==> src/rtl/pulse_gen.sv <==
// Pulse-train generator: N pulses of H cycles high separated by L-cycle gaps,
// with a one-cycle DONE strobe on completion and an abort path back to idle.
module pulse_gen #(
  parameter int CNT_W = 8
) (
  input  logic             SYS_CLK,
  input  logic             A_RESET,
  input  logic             START,
  input  logic [CNT_W-1:0] HIGH_LEN,
  input  logic [CNT_W-1:0] LOW_LEN,
  input  logic [CNT_W-1:0] NUM_PULSES,
  input  logic             ABORT,
  output logic             PULSE,
  output logic             BUSY,
  output logic             DONE,
  output logic [CNT_W-1:0] PULSE_IDX
);

  typedef enum logic [1:0] {
    IDLE = 2'd0,
    HIGH = 2'd1,
    LOW  = 2'd2,
    FIN  = 2'd3
  } state_t;

  localparam logic [CNT_W-1:0] ZERO = {CNT_W{1'b0}};
  localparam logic [CNT_W-1:0] ONE  = {{(CNT_W-1){1'b0}}, 1'b1};

  state_t           state, state_nxt;
  logic [CNT_W-1:0] cnt, cnt_nxt;
  logic [CNT_W-1:0] idx, idx_nxt;
  logic [CNT_W-1:0] h_len, h_len_nxt;
  logic [CNT_W-1:0] l_len, l_len_nxt;
  logic [CNT_W-1:0] n_pulses, n_pulses_nxt;
  logic             pulse_ff, busy_ff, done_ff;

  // A zero length behaves as one cycle, so the counter load is never negative.
  function automatic logic [CNT_W-1:0] len_m1(input logic [CNT_W-1:0] len);
    if (len == ZERO) begin
      len_m1 = ZERO;
    end else begin
      len_m1 = len - ONE;
    end
  endfunction

  // Next-state, counter and capture logic.
  always_comb begin
    state_nxt    = state;
    cnt_nxt      = cnt;
    idx_nxt      = idx;
    h_len_nxt    = h_len;
    l_len_nxt    = l_len;
    n_pulses_nxt = n_pulses;
    case (state)
      IDLE: begin
        if (START && !ABORT) begin
          h_len_nxt    = HIGH_LEN;
          l_len_nxt    = LOW_LEN;
          n_pulses_nxt = NUM_PULSES;
          idx_nxt      = ZERO;
          if (NUM_PULSES == ZERO) begin
            state_nxt = FIN;
          end else begin
            state_nxt = HIGH;
            cnt_nxt   = len_m1(HIGH_LEN);
          end
        end else begin
          state_nxt = IDLE;
        end
      end
      HIGH: begin
        if (ABORT) begin
          state_nxt = IDLE;
        end else if (cnt == ZERO) begin
          idx_nxt = idx + ONE;
          // idx never exceeds N-1 here, so idx+1 cannot wrap.
          if ((idx + ONE) == n_pulses) begin
            state_nxt = FIN;
          end else begin
            state_nxt = LOW;
            cnt_nxt   = len_m1(l_len);
          end
        end else begin
          cnt_nxt = cnt - ONE;
        end
      end
      LOW: begin
        if (ABORT) begin
          state_nxt = IDLE;
        end else if (cnt == ZERO) begin
          state_nxt = HIGH;
          cnt_nxt   = len_m1(h_len);
        end else begin
          cnt_nxt = cnt - ONE;
        end
      end
      FIN: begin
        state_nxt = IDLE;
      end
      default: begin
        state_nxt = IDLE;
      end
    endcase
  end

  // State, counters and captured lengths.
  always_ff @(posedge SYS_CLK or posedge A_RESET) begin
    if (A_RESET) begin
      state    <= IDLE;
      cnt      <= ZERO;
      idx      <= ZERO;
      h_len    <= ZERO;
      l_len    <= ZERO;
      n_pulses <= ZERO;
    end else begin
      state    <= state_nxt;
      cnt      <= cnt_nxt;
      idx      <= idx_nxt;
      h_len    <= h_len_nxt;
      l_len    <= l_len_nxt;
      n_pulses <= n_pulses_nxt;
    end
  end

  // Output flops mirror the decode of the state register, one flop per output.
  always_ff @(posedge SYS_CLK or posedge A_RESET) begin
    if (A_RESET) begin
      pulse_ff <= 1'b0;
      busy_ff  <= 1'b0;
      done_ff  <= 1'b0;
    end else begin
      pulse_ff <= (state_nxt == HIGH);
      busy_ff  <= (state_nxt == HIGH) || (state_nxt == LOW);
      done_ff  <= (state_nxt == FIN);
    end
  end

  assign PULSE     = pulse_ff;
  assign BUSY      = busy_ff;
  assign DONE      = done_ff;
  assign PULSE_IDX = idx;

endmodule

==> config.mk <==
export PLATFORM = sky130hd
export DESIGN_NAME = pulse_gen
export DESIGN_NICKNAME = d
export VERILOG_FILES = /design/src/rtl/pulse_gen.sv
export SDC_FILE = /design/constraint.sdc
export NUM_CORES = 1
export LEC_CHECK = 0
export BUFFER_PORTS_ARGS = -buffer_cell sky130_fd_sc_hd__buf_2
export CAP_MARGIN = 30
export CORE_MARGIN = 1
export CORE_UTILIZATION = 30
export CTS_CLUSTER_DIAMETER = 120
export DETAILED_ROUTE_END_ITERATION = 7
export HOLD_SLACK_MARGIN = 0.05
export PLACE_DENSITY_LB_ADDON = 0.05
export SKIP_CTS_REPAIR_TIMING = 1
export SYNTH_ARGS = -nofsm -noshare
export SYNTH_HDL_FRONTEND = slang
export SYNTH_SLANG_ARGS = --single-unit
==> constraint.sdc <==
create_clock -name SYS_CLK -period 5.9 [get_ports SYS_CLK]
set_clock_uncertainty 0.1 [all_clocks]
set_input_delay 0.885 -clock SYS_CLK [delete_from_list [all_inputs] [get_ports SYS_CLK]]
set_output_delay 0.885 -clock SYS_CLK [all_outputs]
set_load 0.1 [all_outputs]
Yosys cells after proc, flatten, opt, wreduce, memory -nomap -nowiden

Cells that the tools add are included.
W data, S select, Z words.

Register bits: 45
Input bits: 28
Output and inout port bits: 11
Word-level logic and storage cells: 64

Add/subtract/negate cells: 5
Equality and inequality tests: 13
Muxes and demuxes: 23
Reductions and logical operators: 14

Operator list:

| kind                  | number |
|---|---|
| $mux W8               | 13 |
| $logic_not A8 Y1      | 5 |
| $sub A8 B1 Y8 const B | 4 |
| $pmux W8 S3           | 1 |
| $pmux W8 S2           | 1 |
| $mux W2               | 6 |
| $ne A2 B2 Y1 const B  | 5 |
| $add A8 B1 Y8 const B | 1 |
| $eq A2 B2 Y1 const B  | 4 |
| $eq A8 B8 Y1          | 1 |
| $pmux W2 S4           | 1 |
| $reduce_and A6 Y1     | 1 |
| $eq A2 B1 Y1 const B  | 2 |
| $reduce_and A4 Y1     | 1 |
| $ne A3 B3 Y1 const B  | 1 |
| $reduce_bool A3 Y1    | 1 |
| $logic_not A2 Y1      | 1 |
| $reduce_and A2 Y1     | 1 |
| $reduce_bool A2 Y1    | 1 |
| $logic_and A1 B1 Y1   | 1 |
| $logic_not A1 Y1      | 1 |
| $logic_or A1 B1 Y1    | 1 |
| $mux W1               | 1 |

Longest topological paths before layout

Gate-level depths: netlist of run 1.

Depth after elaboration: 8
Depth in mapped cells: 10
Depth with buffers taken out: 8

Worst setup path before layout of run 1

No wires, ideal clock.

Path kind: register to register
Start: reg idx[0] (netlist: PULSE_IDX[0])
End: reg cnt[0]
Library setup time: 0.125 ns
Data arrival time: 2.908 ns
Required time: 5.675 ns
Path slack: 2.767 ns
Cell stages (with the launch flop): 8
Path buffers: 0
Clock period less this slack: 3.133 ns
Path through: dfrtp_1 > ha_1 > nand3_1 > or3_1 > a21oi_1 > o21ai_2 > o31ai_4 > mux2_2

Cells in the longest elaborated chain, start to end: 4

Ends and longest elaborated chain:

| what                        | line | source |
|---|---|---|
| from (decl)                 | 31   | `logic [CNT_W-1:0] idx, idx_nxt;` |
| from (signal assigned)      | 118  | `idx <= idx_nxt;` |
| $add A8 B1 Y8               | 77   | `if ((idx + ONE) == n_pulses) begin` |
| $eq A8 B8 Y1                | 77   |  |
| $ne A3 B3 Y1 (no line)      | --   |  |
| $reduce_and A6 Y1 (no line) | --   |  |
| to (signal assigned)        | 117  | `cnt <= cnt_nxt;` |
| to (decl)                   | 30   | `logic [CNT_W-1:0] cnt, cnt_nxt;` |

Every way passes these cells.
A chain may end at the register's enable or synchronous reset.

Worst setup path in the final report of run 1

Start: reg cnt[0]
End: reg cnt[0]

Cells in the longest elaborated chain, start to end: 4
Elaborated cells between the ends (all ways): 9
Classes of those cells: add/sub (1); eq/ne (1); mux (5); reduce/logical (2)

Ends and longest elaborated chain:

| what                                                     | line   | source |
|---|---|---|
| $sub A8 B1 Y8 / $logic_not A8 Y1 (equally long branches) | --     |  |
| $mux W8 (on tied branches)                               | 90, 74 |  |
| $mux W8 (on tied branches)                               | 88, 72 |  |
| $pmux W8 S3                                              | 54     | `case (state)` |

Parallel ways exist; a longest one is shown, timed or not. The select of a mux whose other input is x is not followed.

==> metrics.md, run 1 <==
| Metric | Value |
|---|---|
| Initial antenna violation count | 0 |
| Initial core utilization | 0.308 |
| DRC Markers | 0 |
| FF+latch count, synth | 45 |
| Die H | 102 microns |
| Setup CP Type | reg2reg |
| Core area | 9730 sq um |
| Pre-CTS setup slack | 2.94 ns |
| CTS H-Tree Depth | 2 |
| Status | complete, no violations |
| Row count | 36 |
| Pin count of the biggest net entering global routing | 27 |
| Cell Area, Synth | 3000 sq um |
| P_leak | 0.00147 uW |
| Layout cell share with drive strength beyond 1 | 0.258 |
| Syn avg cell area | 9.65 sq um |
| Crit path time final | 2.97 ns |
| Placed insts | 474 |
| Total GRT Usage | 0.157 |
| Diode count | 0 |
| Wirelength per Cell | between 15 and 20 microns |
| Nets | 387 |
| Crit-path cells | inv_1 > ha_1 > or4b_1 > nor2b_1 > nand2_4 > o31ai_4 > mux2_2 |
| CTS buffer count | 5 |
| Via Count | around 2500 |
| CP endpoint kind | register |
| Setup violations, final | 0 |
| Synth async-reset ratio | 1.00 |
| Most common cell after layout, fill and taps aside | dfrtp_1 |
| Worst-path clk slew | 0.10 ns |
| Final hold viol count | 0 |
| Max Cap Viol | 0 |
| 1st-iter DRT viols | 71 |
| VDD IR max | 78.4 uV |
| Clk buf depth | 2 |
| RSZ-0062 raised after global routing | false |
| Drt total wl | 7530 microns |
| First-pass GRT wire length | 12500 microns |
| Number of synthesized flops with an enable pin | 0 |
| Clk_lat worst skew | 0.30 ns |
| Worst path slowest cell | nor2b_1 |
| PortBufs | 38 |
| Dominant synthesized flop cell | dfrtp_1 |
| CTS tree | built |
| Root buffer cell | clkbuf_8 |
| Slew Viols, Final | 0 |
| WP buf/inv | 1 |
| Slew HR | 0.501 |
| Non-filler cells, final | between 400 and 500 |
| Top Family by Delay on Critical Path | simple AND/OR/NAND/NOR gates |
| Die area | 10400 sq um |
| Worst Hold Class | reg2reg |
| Remaining Overflow, GRT | 0 |
| Highest Clock Rate | 337 MHz |
| Commonest cells after routing, fill and taps aside | dfrtp_1 (45), buf_2 (38), mux2_2 (31), nor2_1 (27), nand2_1 (22) |
| CP Max Fanout | 8 |
| Die width | 102 microns |
| Post-synthesis net count | 350 |
| Mapped Cells | 311 |
| # IOs | 39 |
| Setup crit start kind | register |
| WP data arrival | 3.05 ns |
| R2R Setup Slk | between 2 and 3 ns |
| Via density | 5.12 |
| DP HPWL | between 5000 and 6000 microns |
| Yosys warning count | 0 |
| Crit-path max cell delay | 0.56 ns |
| PwrDens | about 260 nW/um^2 |
| Worst-margin pin slew | 0.745 ns |
| Worst Path Required | 5.99 ns |
| Sink Count | 45 |
| ANT nets after route | 0 |
| Area Growth Syn to Fin | 15.5% |
| Detailed Routing Iterations Pass 1 | 4 |
| Count of cell types in the netlist | 59 |
| Period utilization | 0.503 |
| Filler cells | 1059 |
| Vias in the first global route | around 2400 |
| TNS Setup | 0 ns |
| Util after Layout | 0.356 |
| Post-synthesis sequential area ratio | 0.375 |
| Final WS setup | 2.93 ns |
| GPL Wtd Cong | 0.770 |
cell usage after synthesis, drive strengths merged (4+ instances only):
cell / number / area [sq um]
ha: 11 / 138
o31ai: 5 / 51.3
inv: 17 / 63.8
nand2: 23 / 93.8
xnor2: 12 / 105
nor2: 27 / 101
xor2: 7 / 61.3
o41ai: 4 / 50.1
nor3: 12 / 60.1
nand3: 8 / 52.6
dfrtp: 45 / 1130
clkbuf: 8 / 30.0
o211ai: 5 / 37.5
o22ai: 7 / 43.8
mux2: 31 / 349
o21ai: 24 / 124
stage by stage:
stage	hold WS, ns	cell area, sq um	power, uW
after global routing	0.486	3460	960
final	0.440	3460	900
after floorplan	0.394	3000	584
after CTS	0.444	3460	919
after global placement	0.420	3320	654
after detailed placement	0.420	3340	656
final timing paths:
| path | start | end | depth (start not counted) |
|---|---|---|---|
| max | cnt[0] | cnt[0] | 7 |
| min | n_pulses[2] | n_pulses[2] | 1 |
| max reg2reg | cnt[0] | cnt[0] | 7 |
| min reg2reg | n_pulses[2] | n_pulses[2] | 1 |
| max in group asynchronous | A_RESET | cnt[7] | 3 |
| min in group asynchronous | A_RESET | BUSY | 2 |
registers in the layout, indices dropped and copies added, names as in the netlist:
signal / flops
state: 2
n_pulses: 8
PULSE: 1
h_len: 8
BUSY: 1
cnt: 8
PULSE_IDX: 8
DONE: 1
l_len: 8
per-layer routing:
| layer | GRT usage | wire (microns) | vias to the layer above |
|---|---|---|---|
| met4 | 0.0319 | 62 | 0 |
| met1 | 0.197 | 3460 | 1203 |
| met3 | 0.0260 | 222 | 4 |
| li1 | - | - | 1217 |
| met2 | 0.283 | 3790 | 42 |
| met5 | 0 | 0 | - |
report_power, final:
part / total (uW) / switching [uW] / internal, uW / leakage, uW
sequential: 417 / 63.2 / 354 / 0.000560
combinational: 229 / 116 / 113 / 0.000849
clock: 254 / 116 / 138 / 0.0000574
area by class of cell:
| cell class | count | area (sq um) | area share |
|---|---|---|---|
| Clock buffer | 6 | 82.6 | 0.0238 |
| Clock inverter | 2 | 37.5 | 0.0108 |
| Inverter | 17 | 63.8 | 0.0184 |
| Multi-Input combinational cell | 239 | 1770 | 0.511 |
| Sequential cell | 45 | 1130 | 0.325 |
| Tap cell | 133 | 166 | 0.0480 |
| Timing Repair Buffer | 40 | 218 | 0.0628 |
cell families after synthesis:
logic type	Yosys count	share of synthesized area
fa+ha+maj	11	0.0459
compound gates	75	0.187
flops	45	0.375
buf+inv	27	0.0346
simple gates	100	0.176
xor+xnor	19	0.0555
mux	34	0.126
No activity file was read; power rests on OpenSTA's default activity.
==> run 2, diff against run 1 <==
==> constraint.sdc (replaced) <==
create_clock -name SYS_CLK -period 2.7 [get_ports SYS_CLK]
set_clock_uncertainty 0.1 [all_clocks]
set_input_delay 0.405 -clock SYS_CLK [delete_from_list [all_inputs] [get_ports SYS_CLK]]
set_output_delay 0.405 -clock SYS_CLK [all_outputs]
set_load 0.1 [all_outputs]
==> run 2 against run 1 <==
Final cell count increased by 4.1%. Worst setup slack got worse by 2.8 ns. Clock power increased by 120%. Hold slack worse by 0.22 ns. Die area did not move. Final area grew 5.3%. Largest cell class unchanged.
==> metrics.md, run 2 (synthesized netlist as in run 1, its figures left out) <==
| Metric | Value |
|---|---|
| Setup violations, final | 0 (unchanged) |
| Nets | 407 (+5.2%) |
| Setup CP Type | reg2reg |
| First-pass GRT wire length | 13100 microns (+4.9%) |
| WP data arrival | 2.66 ns (-0.39 ns) |
| Most common cell after layout, fill and taps aside | buf_2 |
| Via Count | 2539 (+3.0%) |
| Highest Clock Rate | 390 MHz (+16%) |
| Final Total Pwr | 2040 uW (+130%) |
| Total GRT Usage | 0.167 (+0.00999) |
| Pin count of the biggest net entering global routing | 20 (-26%) |
| TNS Setup | 0 ns (unchanged) |
| PwrDens | 559 nW/um^2 (+110%) |
| Die width | 102 microns (unchanged) |
| Row count | 36 (unchanged) |
| PortBufs | 38 (unchanged) |
| Die H | 102 microns (unchanged) |
| Status | complete, no violations |
| Clk buf depth | 2 (unchanged) |
| Worst Path Required | 2.79 ns (-3.20 ns) |
| Multi-input gate area | 1790 sq um (+0.99%) |
| Remaining Overflow, GRT | 0 (unchanged) |
| DP HPWL | 6260 microns (+8.0%) |
| Setup crit start kind | register |
| Layout cell share with drive strength beyond 1 | 0.328 (+0.0700) |
| RSZ-0062 raised after global routing | false |
| 1st-iter DRT viols | 80 (+13%) |
| CP endpoint kind | register |
| VDD IR max | 237 uV (+200%) |
| Final WS setup | 0.133 ns (-2.80 ns) |
| Root buffer cell | clkbuf_8 |
| Max Cap Viol | 0 (unchanged) |
| Clk_lat worst skew | 0.31 ns (about the same) |
| # IOs | 39 (unchanged) |
| Area Growth Syn to Fin | 21.6% |
| Core area | 9730 sq um (unchanged) |
| Worst Hold Class | in2reg |
| CTS tree | built |
| Worst-margin pin slew | 0.753 ns (+0.00718 ns) |
| Sink Count | 45 (unchanged) |
| DRC Markers | 0 (unchanged) |
| Vias in the first global route | 2511 (+4.4%) |
| Final hold viol count | 0 (unchanged) |
| Worst Hold Margin | 0.224 ns (-0.216 ns) |
| Drt total wl | 8100 microns (+7.6%) |
| Crit path time final | 2.57 ns (-0.401 ns) |
| Register area | 1140 sq um (+1.6%) |
| ANT nets after route | 0 (unchanged) |
| CTS buffer count | 5 (unchanged) |
| Slew HR | 0.496 (-0.00481) |
| Detailed Routing Iterations Pass 1 | 4 (unchanged) |
| Pre-CTS setup slack | 0.108 ns (-2.83 ns) |
| CTS H-Tree Depth | 2 (unchanged) |
| P_leak | 0.00156 uW (+6.0%) |
| CP Max Fanout | 5 (-3) |
| Wirelength per Cell | 16.1 microns (+3.4%) |
| Worst-path clk slew | 0.09 ns (about the same) |
| Initial antenna violation count | 0 (unchanged) |
| Die area | 10400 sq um (unchanged) |
| Initial core utilization | 0.308 (unchanged) |
| Diode count | 0 (unchanged) |
| Via density | 5.06 (-1.1%) |
| GPL Wtd Cong | 0.792 (+2.8%) |
| Commonest cells after routing, fill and taps aside | buf_2 (38), dfrtp_1 (37), mux2_2 (31), nor2_1 (27), nand2_1 (22) |
| Filler cells | 1033 (-2.5%) |
| Slew Viols, Final | 0 (unchanged) |
| Period utilization | 0.951 (+0.448) |
## run 2: changes by cell type in the layout (fill, tap and decap cells not counted), sizes merged
cell | before | now
clkinvlp | 1 | 0
inv | 17 | 19
buf | 40 | 59
dlygate4sd3 | 0 | 1
clkbuf | 6 | 5
## run 2: final timing paths
check / from / end / slack, ns / cells after the start
max reg2reg: cnt[1] / cnt[2] / 0.13 / 9
min in group asynchronous: A_RESET / n_pulses[1] / 0.48 / 3
max in group asynchronous: A_RESET / h_len[3] / 1.45 / 4
min reg2reg: n_pulses[2] / n_pulses[2] / 0.45 / 1
max: cnt[1] / cnt[2] / 0.13 / 9
min: LOW_LEN[4] / l_len[4] / 0.22 / 2
## run 2: metal layers
metal  share of wire  up-vias  global-route usage
li1                -     1264                   -
met1            0.45     1219               0.211
met2            0.51       49               0.300
met3           0.030        7              0.0239
met4           0.012        0              0.0385
met5               0        -                   0
## run 2: layout make-up
cell class,count,area share
sequential,45,0.313
timing repair buffer,60,0.102
clock inverter,3,0.0130
inverter,17,0.0175
tap,133,0.0456
multi-input combinational,239,0.490
clock buffer,5,0.0189
## run 2: through the flow
stage / utilization / area, sq um / cells
global route: 0.375 / 3650 / 502
floorplan: - / 3020 / 311
finish: 0.375 / 3650 / 502
global placement: 0.360 / 3500 / 493
CTS: 0.372 / 3620 / 501
detailed placement: 0.360 / 3500 / 493
## run 2: critical path: stages, from the launching register on
cell and delay [ns]:
dfrtp_1 0.43, inv_1 0.09, ha_1 0.16, or4b_4 0.50
nand2b_2 0.25, buf_4 0.18, o21ai_1 0.15, o221a_2 0.26
o22ai_1 0.08, mux2_2 0.27
## run 2: power breakdown
group	internal, uW	total (uW)	switching, uW
registers	774	906	132
clock network	283	551	268
logic	290	581	291
==> run 3, diff against run 2 <==
==> constraint.sdc (replaced) <==
create_clock -name SYS_CLK -period 2.12 [get_ports SYS_CLK]
set_clock_uncertainty 0.1 [all_clocks]
set_input_delay 0.318 -clock SYS_CLK [delete_from_list [all_inputs] [get_ports SYS_CLK]]
set_output_delay 0.318 -clock SYS_CLK [all_outputs]
set_load 0.1 [all_outputs]
==> run 3 against run 2 <==
The flow now finishes with violations (setup timing). Largest cell class unchanged. Final cell count up 11%. Wire length rose by 7.5%. Combinational power rose by 79%. Critical path depth decreased by 2. Worst setup slack got worse by 0.42 ns. First-iteration DRC count fell by 53%. Clock-buffer cell count unchanged.
==> metrics.md, run 3 (synthesized netlist as in run 1, its figures left out) <==
| Metric | Value |
|---|---|
| Drt total wl | 8710 microns (+7.5%) |
| Multi-input gate area | 2040 sq um (+14%) |
| Vias in the first global route | 2728 (+8.6%) |
| Worst-margin pin slew | 0.558 ns (-0.194 ns) |
| CTS tree | built |
| Commonest cells after routing, fill and taps aside | buf_4 (65), buf_2 (38), dfrtp_1 (36), mux2_2 (27), nor2_1 (23) |
| Setup CP Type | reg2reg |
| Worst Hold Class | in2reg |
| 1st-iter DRT viols | 38 (-53%) |
| P_leak | 0.00188 uW (+21%) |
| Crit-path cells | nand3_4 > or4_4 > a41oi_2 > o21ai_2 > o31ai_4 > buf_12 > mux2_2 |
| Core area | 9730 sq um (unchanged) |
| Die width | 102 microns (unchanged) |
| TNS Setup | -2.34 ns (-2.34 ns) |
| GPL Wtd Cong | 0.774 (-2.3%) |
| Clk_lat worst skew | 0.31 ns (about the same) |
| Crit path time final | 2.40 ns (-0.162 ns) |
| Via density | 4.94 (-2.4%) |
| Pre-CTS setup slack | -0.360 ns (-0.468 ns) |
| Die H | 102 microns (unchanged) |
| Die area | 10400 sq um (unchanged) |
| Row count | 36 (unchanged) |
| Final WS setup | -0.285 ns (-0.418 ns) |
| Initial antenna violation count | 0 (unchanged) |
| Remaining Overflow, GRT | 0 (unchanged) |
| Placed insts | 539 (+9.3%) |
| Slew Viols, Final | 0 (unchanged) |
| Pin count of the biggest net entering global routing | 27 (+35%) |
| CP Max Fanout | 7 (+2) |
| Non-filler cells, final | 556 (+11%) |
| VDD IR max | 262 uV (+11%) |
| Slew HR | 0.625 (+0.129) |
| R2R cell count | 7 (-2) |
| Register area | 1150 sq um (+0.77%) |
| Period utilization | 1.13 (+0.184) |
| Violated checks | setup timing |
| Sink Count | 45 (unchanged) |
| Area Growth Syn to Fin | 44.7% |
| First-pass GRT wire length | 13600 microns (+4.3%) |
| Setup crit start kind | register |
| # IOs | 39 (unchanged) |
| Setup violations, final | 16 (+16) |
| Highest Clock Rate | 416 MHz (+6.7%) |
| Initial core utilization | 0.308 (unchanged) |
| Worst Path Required | 2.21 ns (-0.58 ns) |
| Clk buf depth | 2 (unchanged) |
| Status | complete, but fails checks |
| PwrDens | 629 nW/um^2 (+13%) |
| PortBufs | 38 (unchanged) |
| DRC Markers | 0 (unchanged) |
| Crit-path max cell delay | 0.49 ns (about the same) |
| RSZ-0062 raised after global routing | true |
| CP endpoint kind | register |
| DP HPWL | 6580 microns (+5.1%) |
| Via Count | 2746 (+8.2%) |
| Nets | 461 (+13%) |
| Max Cap Viol | 0 (unchanged) |
| CTS buffer count | 5 (unchanged) |
| Filler cells | 993 (-3.9%) |
| ANT nets after route | 0 (unchanged) |
| Detailed Routing Iterations Pass 1 | 5 (+1) |
| Dpl cell area | 3910 sq um (+12%) |
| Worst-path clk slew | 0.10 ns (about the same) |
| WP data arrival | 2.50 ns (-0.16 ns) |
| CTS H-Tree Depth | 2 (unchanged) |
| Final instance area | 4340 sq um (+19%) |
| Layout cell share with drive strength beyond 1 | 0.515 (+0.187) |
| Diode count | 0 (unchanged) |
| Wirelength per Cell | 15.7 microns (-3.0%) |
| Worst path slowest cell | or4_4 |
| Final hold viol count | 0 (unchanged) |
| Root buffer cell | clkbuf_8 |
| Worst hold stages | 2 (unchanged) |
| Total GRT Usage | 0.173 (+0.00567) |
| Worst Hold Margin | 0.134 ns (-0.0901 ns) |
| Most common cell after layout, fill and taps aside | buf_4 |
[run 3: power breakdown]
group	leakage [uW]	switching (uW)	internal [uW]
Clock	0.0000452	347	241
Sequential	0.000544	115	986
Combinational	0.00129	496	547
[run 3: cell type report]
class	count	area share
inverter	17	0.0147
timing repair buffer	114	0.190
sequential	45	0.265
clock inverter	3	0.00576
multi-input combinational	239	0.469
tap	133	0.0383
clock buffer	5	0.0159
[run 3: metrics by stage]
stage               total power (uW)  utilization
finish                          2730        0.446
global route                    2920        0.446
CTS                             2670        0.412
detailed placement              2070        0.402
global placement                2060        0.402
floorplan                       1640            -
[run 3: worst paths after layout]
kind	slack, ns	from	endpoint
min in group asynchronous	0.48	A_RESET	n_pulses[7]
max	-0.28	PULSE_IDX[0]	cnt[0]
max in group asynchronous	0.93	A_RESET	l_len[6]
min reg2reg	0.46	n_pulses[2]	n_pulses[2]
min	0.13	LOW_LEN[5]	l_len[5]
max reg2reg	-0.28	PULSE_IDX[0]	cnt[0]
[run 3: critical path: cells and delay by family (launching register included)]
family	cells	cell delay [ns]
AOI/OAI and AO/OA	3	0.64
and+or+nand+nor	2	0.58
DFF	1	0.47
muxes	1	0.33
buffers and inverters	1	0.17
[run 3: metal layers]
metal	wire, microns	GRT usage	vias to the layer above	part of all wire
met5	0	0	-	0
met1	3910	0.211	1331	0.45
li1	-	-	1372	-
met4	131	0.0451	0	0.015
met3	197	0.0274	10	0.023
met2	4470	0.314	33	0.51
